[src/rtl/jlc_seq_pkg.sv]
// Shared types and constants for the on-chip program sequencer and the core wrapper.
// Holds the instruction width, the bubble instruction and the sequencer state encoding.
package jlc_seq_pkg;

  localparam int INSTR_W = 6;
  localparam logic [INSTR_W-1:0] NOP_INSTR = 6'b000000;

  typedef enum logic [1:0] {
    ST_IDLE,
    ST_RUN,
    ST_BRANCH,
    ST_HALT
  } seq_state_e;

endpackage

[src/rtl/instr_sequencer_if.sv]
// Program-load, control and instruction-issue signals between the pin shim/core and the sequencer.
// master drives loads/control and the core's cjump flag; slave is the sequencer itself.
interface instr_sequencer_if
  import jlc_seq_pkg::*;
#(
  parameter int AW = 4
) ();

  logic               wr_en;
  logic [AW-1:0]      wr_addr;
  logic [INSTR_W-1:0] wr_data;
  logic [AW:0]        prog_len;
  logic               start;
  logic               step_mode;
  logic               step;
  logic               cjump;
  logic [INSTR_W-1:0] instr;
  logic               instr_valid;
  logic [AW-1:0]      pc;
  logic               busy;
  logic               halted;

  modport master (
    output wr_en, wr_addr, wr_data, prog_len, start, step_mode, step, cjump,
    input  instr, instr_valid, pc, busy, halted
  );

  modport slave (
    input  wr_en, wr_addr, wr_data, prog_len, start, step_mode, step, cjump,
    output instr, instr_valid, pc, busy, halted
  );

endinterface

[src/rtl/instr_sequencer_prog_mem.sv]
// Program store: DEPTH x 6-bit flops, one synchronous write port, one combinational read port.
module seq_prog_mem
  import jlc_seq_pkg::*;
#(
  parameter int DEPTH = 16,
  parameter int AW    = 4
) (
  input  logic               clk,
  input  logic               we_i,
  input  logic [AW-1:0]      waddr_i,
  input  logic [INSTR_W-1:0] wdata_i,
  input  logic [AW-1:0]      raddr_i,
  output logic [INSTR_W-1:0] rdata_o
);

  logic [INSTR_W-1:0] mem_q [DEPTH];

  // NOTE: the array has no reset branch; program words only ever become meaningful through writes.
  always_ff @(posedge clk) begin
    if (we_i) begin
      mem_q[waddr_i] <= wdata_i;
    end
  end

  assign rdata_o = mem_q[raddr_i];

endmodule

[src/rtl/instr_sequencer.sv]
// Feeds the accumulator core one program word per cycle from on-chip storage, following the
// core's cjump flag: a taken branch consumes the next word as its target and costs one bubble.
module instr_sequencer
  import jlc_seq_pkg::*;
#(
  parameter int                 DEPTH = 16,
  parameter int                 AW    = 4,
  parameter logic [INSTR_W-1:0] NOP   = NOP_INSTR
) (
  input logic              clk,
  input logic              rst,
  instr_sequencer_if.slave bus
);

  localparam logic [AW:0] LEN_MAX = {1'b1, {AW{1'b0}}};

  seq_state_e         state_q, state_d;
  logic [AW:0]        pc_q, pc_d, len_q, len_d, pc_inc;
  logic [INSTR_W-1:0] instr_q, instr_d, rd_data, first_word;
  logic               valid_q, valid_d;
  logic               mem_we, advance;
  logic [AW-1:0]      rd_addr;

  assign pc_inc  = pc_q + 1'b1;
  assign advance = !bus.step_mode || bus.step;
  assign mem_we  = bus.wr_en && (state_q == ST_IDLE || state_q == ST_HALT);

  // RUN looks one word ahead (next word or branch operand); BRANCH fetches the target held in pc.
  always_comb begin
    case (state_q)
      ST_RUN:    rd_addr = pc_inc[AW-1:0];
      ST_BRANCH: rd_addr = pc_q[AW-1:0];
      default:   rd_addr = '0;
    endcase
  end

  seq_prog_mem #(.DEPTH(DEPTH), .AW(AW)) u_mem (
    .clk     (clk),
    .we_i    (mem_we),
    .waddr_i (bus.wr_addr),
    .wdata_i (bus.wr_data),
    .raddr_i (rd_addr),
    .rdata_o (rd_data)
  );

  // A write landing on word 0 in the start cycle must be seen by the run it launches.
  assign first_word = (bus.wr_en && bus.wr_addr == '0) ? bus.wr_data : rd_data;

  // NOTE: every output of this block gets a default first, so no path can infer a latch.
  always_comb begin
    state_d = state_q;
    pc_d    = pc_q;
    len_d   = len_q;
    instr_d = instr_q;
    valid_d = 1'b0;
    case (state_q)
      ST_RUN: begin
        if (valid_q && bus.cjump) begin
          instr_d = NOP;
          if (pc_inc == len_q) begin
            state_d = ST_HALT;
          end else begin
            state_d = ST_BRANCH;
            pc_d    = {1'b0, rd_data[AW-1:0]};
          end
        end else if (advance) begin
          if (pc_inc == len_q) begin
            state_d = ST_HALT;
            instr_d = NOP;
          end else begin
            instr_d = rd_data;
            valid_d = 1'b1;
            pc_d    = pc_inc;
          end
        end
      end
      ST_BRANCH: begin
        instr_d = NOP;
        if (advance) begin
          if (pc_q >= len_q) begin
            state_d = ST_HALT;
          end else begin
            instr_d = rd_data;
            valid_d = 1'b1;
            state_d = ST_RUN;
          end
        end
      end
      default: begin
        instr_d = NOP;
        if (bus.start) begin
          len_d   = (bus.prog_len == '0) ? LEN_MAX : bus.prog_len;
          pc_d    = '0;
          instr_d = first_word;
          valid_d = 1'b1;
          state_d = ST_RUN;
        end
      end
    endcase
  end

  // NOTE: state registers use non-blocking assignments so every flop samples pre-edge values.
  always_ff @(posedge clk) begin
    if (rst) begin
      state_q <= ST_IDLE;
      pc_q    <= '0;
      len_q   <= '0;
      instr_q <= NOP;
      valid_q <= 1'b0;
    end else begin
      state_q <= state_d;
      pc_q    <= pc_d;
      len_q   <= len_d;
      instr_q <= instr_d;
      valid_q <= valid_d;
    end
  end

  assign bus.instr       = instr_q;
  assign bus.instr_valid = valid_q;
  assign bus.pc          = pc_q[AW-1:0];
  assign bus.busy        = (state_q == ST_RUN) || (state_q == ST_BRANCH);
  assign bus.halted      = (state_q == ST_HALT);

endmodule

[src/flat_wrapper.sv]
// flat-port wrapper written by rule: the top's interface ports become plain ports
module instr_sequencer_flat import jlc_seq_pkg::*;
#(
  parameter int                 DEPTH = 16,
  parameter int                 AW    = 4,
  parameter logic [INSTR_W-1:0] NOP   = NOP_INSTR
)
  (clk, rst, bus_wr_en, bus_wr_addr, bus_wr_data, bus_prog_len, bus_start, bus_step_mode, bus_step, bus_cjump, bus_instr, bus_instr_valid, bus_pc, bus_busy, bus_halted);
  instr_sequencer_if #(.AW(AW)) bus_i ();
  input logic clk;
  input logic rst;
  input wire logic [$bits(bus_i.wr_en)-1:0] bus_wr_en;
  input wire logic [$bits(bus_i.wr_addr)-1:0] bus_wr_addr;
  input wire logic [$bits(bus_i.wr_data)-1:0] bus_wr_data;
  input wire logic [$bits(bus_i.prog_len)-1:0] bus_prog_len;
  input wire logic [$bits(bus_i.start)-1:0] bus_start;
  input wire logic [$bits(bus_i.step_mode)-1:0] bus_step_mode;
  input wire logic [$bits(bus_i.step)-1:0] bus_step;
  input wire logic [$bits(bus_i.cjump)-1:0] bus_cjump;
  output wire logic [$bits(bus_i.instr)-1:0] bus_instr;
  output wire logic [$bits(bus_i.instr_valid)-1:0] bus_instr_valid;
  output wire logic [$bits(bus_i.pc)-1:0] bus_pc;
  output wire logic [$bits(bus_i.busy)-1:0] bus_busy;
  output wire logic [$bits(bus_i.halted)-1:0] bus_halted;
  assign bus_i.wr_en = bus_wr_en;
  assign bus_i.wr_addr = bus_wr_addr;
  assign bus_i.wr_data = bus_wr_data;
  assign bus_i.prog_len = bus_prog_len;
  assign bus_i.start = bus_start;
  assign bus_i.step_mode = bus_step_mode;
  assign bus_i.step = bus_step;
  assign bus_i.cjump = bus_cjump;
  assign bus_instr = bus_i.instr;
  assign bus_instr_valid = bus_i.instr_valid;
  assign bus_pc = bus_i.pc;
  assign bus_busy = bus_i.busy;
  assign bus_halted = bus_i.halted;
  instr_sequencer #(.DEPTH(DEPTH), .AW(AW), .NOP(NOP)) u_core (.clk(clk), .rst(rst), .bus(bus_i));
endmodule
[config.mk]
export PLATFORM = sky130hd
export DESIGN_NAME = instr_sequencer_flat
export DESIGN_NICKNAME = d
export VERILOG_FILES = /design/src/rtl/jlc_seq_pkg.sv /design/src/rtl/instr_sequencer_if.sv /design/src/rtl/instr_sequencer_prog_mem.sv /design/src/rtl/instr_sequencer.sv /design/src/flat_wrapper.sv
export SDC_FILE = /design/constraint.sdc
export NUM_CORES = 1
export LEC_CHECK = 0
export ABC_AREA = 1
export CAP_MARGIN = 30
export CELL_PAD_IN_SITES_DETAIL_PLACEMENT = 1
export CELL_PAD_IN_SITES_GLOBAL_PLACEMENT = 2
export CORE_MARGIN = 3
export CORE_UTILIZATION = 33
export DETAILED_ROUTE_END_ITERATION = 12
export GPL_TIMING_DRIVEN = 0
export PLACE_DENSITY = 0.77
export RECOVER_POWER = 25
export SLEW_MARGIN = 20
export SYNTH_ARGS = -nofsm -noshare
export SYNTH_HDL_FRONTEND = slang
export SYNTH_HIERARCHICAL = 1
export SYNTH_SLANG_ARGS = --single-unit
[constraint.sdc]
create_clock -name clk -period 6.69 [get_ports clk]
set_clock_uncertainty 0.2 [all_clocks]
set_input_delay 1.338 -clock clk [delete_from_list [all_inputs] [get_ports clk]]
set_output_delay 1.338 -clock clk [all_outputs]
set_load 0.01 [all_outputs]
; After elaboration in Yosys (flattened, before gate mapping)
; Memories as Yosys holds them, arrays and structs flattened.
; Cells that the tools add are included.
[op_classes]
addsub = 1
n_lt_le_gt_ge = 1
n_eq_ne = 9
mux = 33
n_bitwise = 2
n_reduce_logical = 16
[op_table]
columns = cell, n
row1 = $mux 6, 7
row2 = $mux 5, 6
row3 = $mux 2, 6
row4 = $pmux 6 s2, 1
row5 = $pmux 5 s2, 1
row6 = $mux 1, 9
row7 = $pmux 4 s2, 1
row8 = $ne 3x1->1 const B, 2
row9 = $ne 3x3->1 const B, 2
row10 = $add 5x1->5 const B, 1
row11 = $eq 5x5->1, 1
row12 = $ge 5x5->1, 1
row13 = $logic_not 5->1, 1
row14 = $reduce_and 5->1, 1
row15 = $eq 2x2->1 const B, 2
row16 = $logic_not 4->1, 1
row17 = $pmux 2 s2, 1
row18 = $reduce_and 4->1, 1
row19 = $logic_and 1x1->1, 3
row20 = $logic_or 1x1->1, 3
row21 = $reduce_bool 3->1, 1
row22 = $eq 2x1->1 const B, 1
row23 = $logic_not 2->1, 1
row24 = $ne 2x1->1 const B, 1
row25 = 6 further kinds, 7
[totals]
register_bits = 19
ramBits = 96
input_bits = 22
out_inout_bits = 13
elab_cells = 68
mem_count = 1
[mem_list]
columns = memory, words, word_bits, rd, rd_ports_with_merged_regs, write_ports, line
row1 = u_core.u_mem.mem_q, 16, 6, 1, 0, 1, instr_sequencer_prog_mem.sv:16  ; logic [INSTR_W-1:0] mem_q [DEPTH];

; Logic depth before layout (Yosys ltp)
; An unclocked memory read counts as a cell.
[logic_depth]
ltp_word = 7
ltp_mapped = 19
mapped_depth_nobuf = 17

; By module
; Netlist, hierarchy kept.
[modules_own_cells]
columns = module, instances, cells_per_inst, area_per_inst_um2
row1 = seq_prog_mem, 1, 414, 4205.3
row2 = instr_sequencer, 1, 235, 1455.1

; Least setup slack after synthesis
; OpenSTA, ideal clock, no wires.
[synth_path]
path_kind = reg-to-output
startpoint = register u_core.state_q[0]
endpoint = output port bus_busy
arrival_time_ps = 1127
setup_slack_ps = 4025
stages_incl_launch_ff = 5
n_path_buf = 1
cell_sequence = dfxtp_1 > inv_1 > ha_1 > clkbuf_1 > inv_1
[synth_via]
elab_chain_len = 2
word_cells_on_any_way = 3
[synth_rtl]
columns = item, line
row1 = start: declaration, instr_sequencer.sv:17  ; seq_state_e state_q, state_d;
row2 = start signal: assignment, instr_sequencer.sv:111  ; state_q <= state_d;
row3 = $eq 2x1->1 or $eq 2x2->1 (tied branches), instr_sequencer.sv:122  ; assign bus.busy = (state_q == ST_RUN) || (state_q == ST_BRANCH);
row4 = $logic_or 1x1->1 *, instr_sequencer.sv:122
row5 = end: declaration, flat_wrapper.sv:23  ; output wire logic [$bits(bus_i.busy)-1:0] bus_busy;
; Every way passes the cells marked *; elsewhere a longest branch is shown, timed or not.

; Final worst setup path
; Same ends and word-level chain as after synthesis.

==> metrics.cfg <==
[run_status]
status=complete, no violations

[hold_path]
hold_path_depth=2
min_to=u_core/len_q[0]$_SDFFE_PP0P_
hold_start=u_core/len_q[0]$_SDFFE_PP0P_
hold_class=flop to flop

[drt]
vias_per_cell=4.73
drtIter0Drc=250
wl_um=16100
drcViolationCount=0
ant_nets=0
vias=4423
dr.pass1.iters=4
wl_per_cell_um=17.2

[cts]
postCtsHoldBufs=0
clkTransAtPathRegs_ns=0.06
clock_sinks=115
cts_setup_buffers=0
cts_resized=0
clockBufferDepth=2
cts_buffers=17
cts_tree=built
root_buffer=clkbuf_16
htree_levels=4
clk_latency_ns=0.42

[placed_design]
dp_hpwl_um=11800
pre_cts_ws_ns=3.06
gp_congestion=0.796
post_dp_cell_area_mm2=0.00628
port_buffers=34

[timing]
period_minus_slack_ns=3.82
drv_slew=0
setup_slack_ns=2.87
tightest_slew_ns=0.887
rsz0062_at_grt=false
setup_viol=0
setup_tns_ns=0
whs_ns=0.314
max_freq_mhz=262
timing.final.crit_share_pct=57.1
max-slew-margin-rel_pct=40.7
hold_viol=0

[synth]
syn_nets=680
yosys_warnings=6
yosysUniqueCellTypes=29
ys_seq_area_share_pct=57.6
synth.ff_latch_count=115
syn_area_mm2=0.00566
yosys-top-cells-area=edfxtp_1, nand2_1, inv_1
avgSynthCellArea_um2=8.72
synth_top_area_share_pct=50.9
yosys.area.top_type=edfxtp_1
syn_inst=649

[cells_and_area]
register_area_mm2=0.00326
drive_gt1_share_pct=9.09
area_growth_pct=20.9
final_area_mm2=0.00684
filler_cell_count=1992
multi_input_area_mm2=0.00181
finish.net_count=733
num_antenna_cells=0

[power_and_ir_drop]
pwr_density_cell_mw_per_mm2=401
peakVddDrop_mv=0.188
leakagePower_nw=2.92

[floorplanning]
core_mm2=0.0167
die-area_mm2=0.0188
die_y_um=137
pin_count=35
initial_core_util_pct=33.9
core.rowCount=47
fp.dieW_um=137

[setup_path]
r2r_start=u_core/state_q[0]$_SDFFE_PP0P_
critPathSlowestCell=clkdlybuf4s50_1
critPathTopFamily=buffers and inverters
rr_endpoint=u_core/bus.instr[2]$_SDFFE_PP0N_
worst_setup_path_end_kind=output pin
rrSetupSlack_ns=3.25
critical_path_class=flop to output pin
cpMostUsedCell=inv_1
arrival_ns=2.28
start_kind=flop
worstPathMaxFanout=10
crit_required_ns=5.15
slowest_delay_ns=0.49
crit_chain=inv_1 -> ha_1 -> clkbuf_1 -> inv_1 -> clkdlybuf4s50_1
cp.buffers_inverters=4
ff2ff_path_depth=17

[grt]
grt_pass1_vias=4722
grt_pass1_wl_um=25200
grt_util_all_layers_pct=18.2
grt_max_degree=18
overflow=0
antenna_found_initial=0

[flow_run]
maxCapViolCount=0

==> registers in the layout (all words and copies together) (netlist names) <==
name / cells
u_core/bus.instr: 6
u_core/u_mem/mem_q: 96
u_core/bus.instr_valid: 1
u_core/pc_q: 5
u_core/state_q: 2
u_core/len_q: 5
==> how the worst max path moves through the flow <==
stage / slack [ns] / depth (start not counted) / to / startpoint
after CTS: 2.83 / 5 / bus_busy / u_core/state_q[0]$_SDFFE_PP0P_
after global routing: 2.74 / 5 / bus_busy / u_core/state_q[0]$_SDFFE_PP0P_
final: 2.87 / 5 / bus_busy / u_core/state_q[0]$_SDFFE_PP0P_
after floorplan: 4.02 / 4 / bus_busy / u_core/state_q[0]$_SDFFE_PP0P_
after global placement: 3.11 / 10 / u_core/bus.instr[3]$_SDFFE_PP0N_ / bus_wr_addr[3]
after detailed placement: 3.06 / 10 / u_core/bus.instr[2]$_SDFFE_PP0N_ / bus_wr_addr[3]
==> routing by layer <==
layer,wire [µm],vias to the layer above,share of wire [%],global-route usage [%]
met5,0,-,0,0
met4,211,0,1.3,5.99
met3,323,15,2.0,3.42
met2,7950,49,49,30.9
met1,7580,2166,47,23.4
li1,-,2193,-,-
==> synthesized netlist by cell type <==
master and count:
nor3b_1 1, buf_6 1, dfxtp_1 19, nand2_2 5, o21a_1 1, nand3b_1 2
nand2_1 178, a21oi_1 25, nor2_2 2, or3_1 1, nand4_1 4, nor2_1 50
nand2_4 1, buf_2 11, clkbuf_1 7, inv_2 3, edfxtp_1 96, nand3_1 81
o21ai_0 22, inv_1 111, nor2_4 1, ha_1 9, nor4_1 1, nand4_2 1
a31oi_1 1, nand3_2 1, buf_4 9, o21bai_1 4, a211oi_1 1
==> area by class of cell <==
class                   count  share of cell area, %
flip-flops and latches    115                   47.7
multi-input cells         392                   26.4
clock buffers              18                   6.27
inverters                 114                   6.25
repair buffers             34                   4.97
well taps                 220                   4.02
plain buffers              28                   2.34
clock inverters            14                   2.03
==> tightest hold or removal path, stage by stage (launching register included) <==
cell     delay [ns]
dfxtp_1        0.33
nor2_1         0.05
nor2_1         0.09
==> stage by stage <==
| stage | util, % | power (mW) | cells |
|---|---|---|---|
| after floorplan | - | 1.53 | 649 |
| after global placement | 37.6 | 1.87 | 903 |
| after detailed placement | 37.6 | 1.90 | 903 |
| after CTS | 41.0 | 2.78 | 935 |
| after global routing | 41.0 | 2.94 | 935 |
| final | 41.0 | 2.75 | 935 |
==> cell usage in the layout (no fill, tap or decap), types with 2 or more instances in the layout <==
cell | synthesis | layout
a21oi_1 | 25 | 25
buf_2 | 11 | 11
buf_4 | 9 | 9
bufinv_16 | 0 | 2
clkbuf_1 | 7 | 8
clkbuf_16 | 0 | 17
clkdlybuf4s50_1 | 0 | 30
clkinv_2 | 0 | 4
clkinvlp_4 | 0 | 5
dfxtp_1 | 19 | 19
dlygate4sd3_1 | 0 | 4
edfxtp_1 | 96 | 96
ha_1 | 9 | 9
inv_1 | 111 | 111
inv_2 | 3 | 3
nand2_1 | 178 | 178
nand2_2 | 5 | 5
nand3_1 | 81 | 81
nand3b_1 | 2 | 2
nand4_1 | 4 | 4
nor2_1 | 50 | 50
nor2_2 | 2 | 2
o21ai_0 | 22 | 22
o21bai_1 | 4 | 4
==> where the power goes <==
group	internal [mW]	leakage, nW	switching (mW)
Clock	0.543	0.266	0.327
Sequential	0.838	1.02	0.0531
Combinational	0.345	1.63	0.639
Total	1.73	2.92	1.02
==> logic make-up (layout without fill, tap and decap cells) <==
family          after synthesis  after routing  synth area share, %
simple gates                329            329                 24.9
buf+inv                     142            208                 10.4
flops                       115            115                 57.6
compound gates               54             54                 5.06
fa+ha+maj                     9              9                 1.99
No activity file was read; power rests on OpenSTA's default activity.
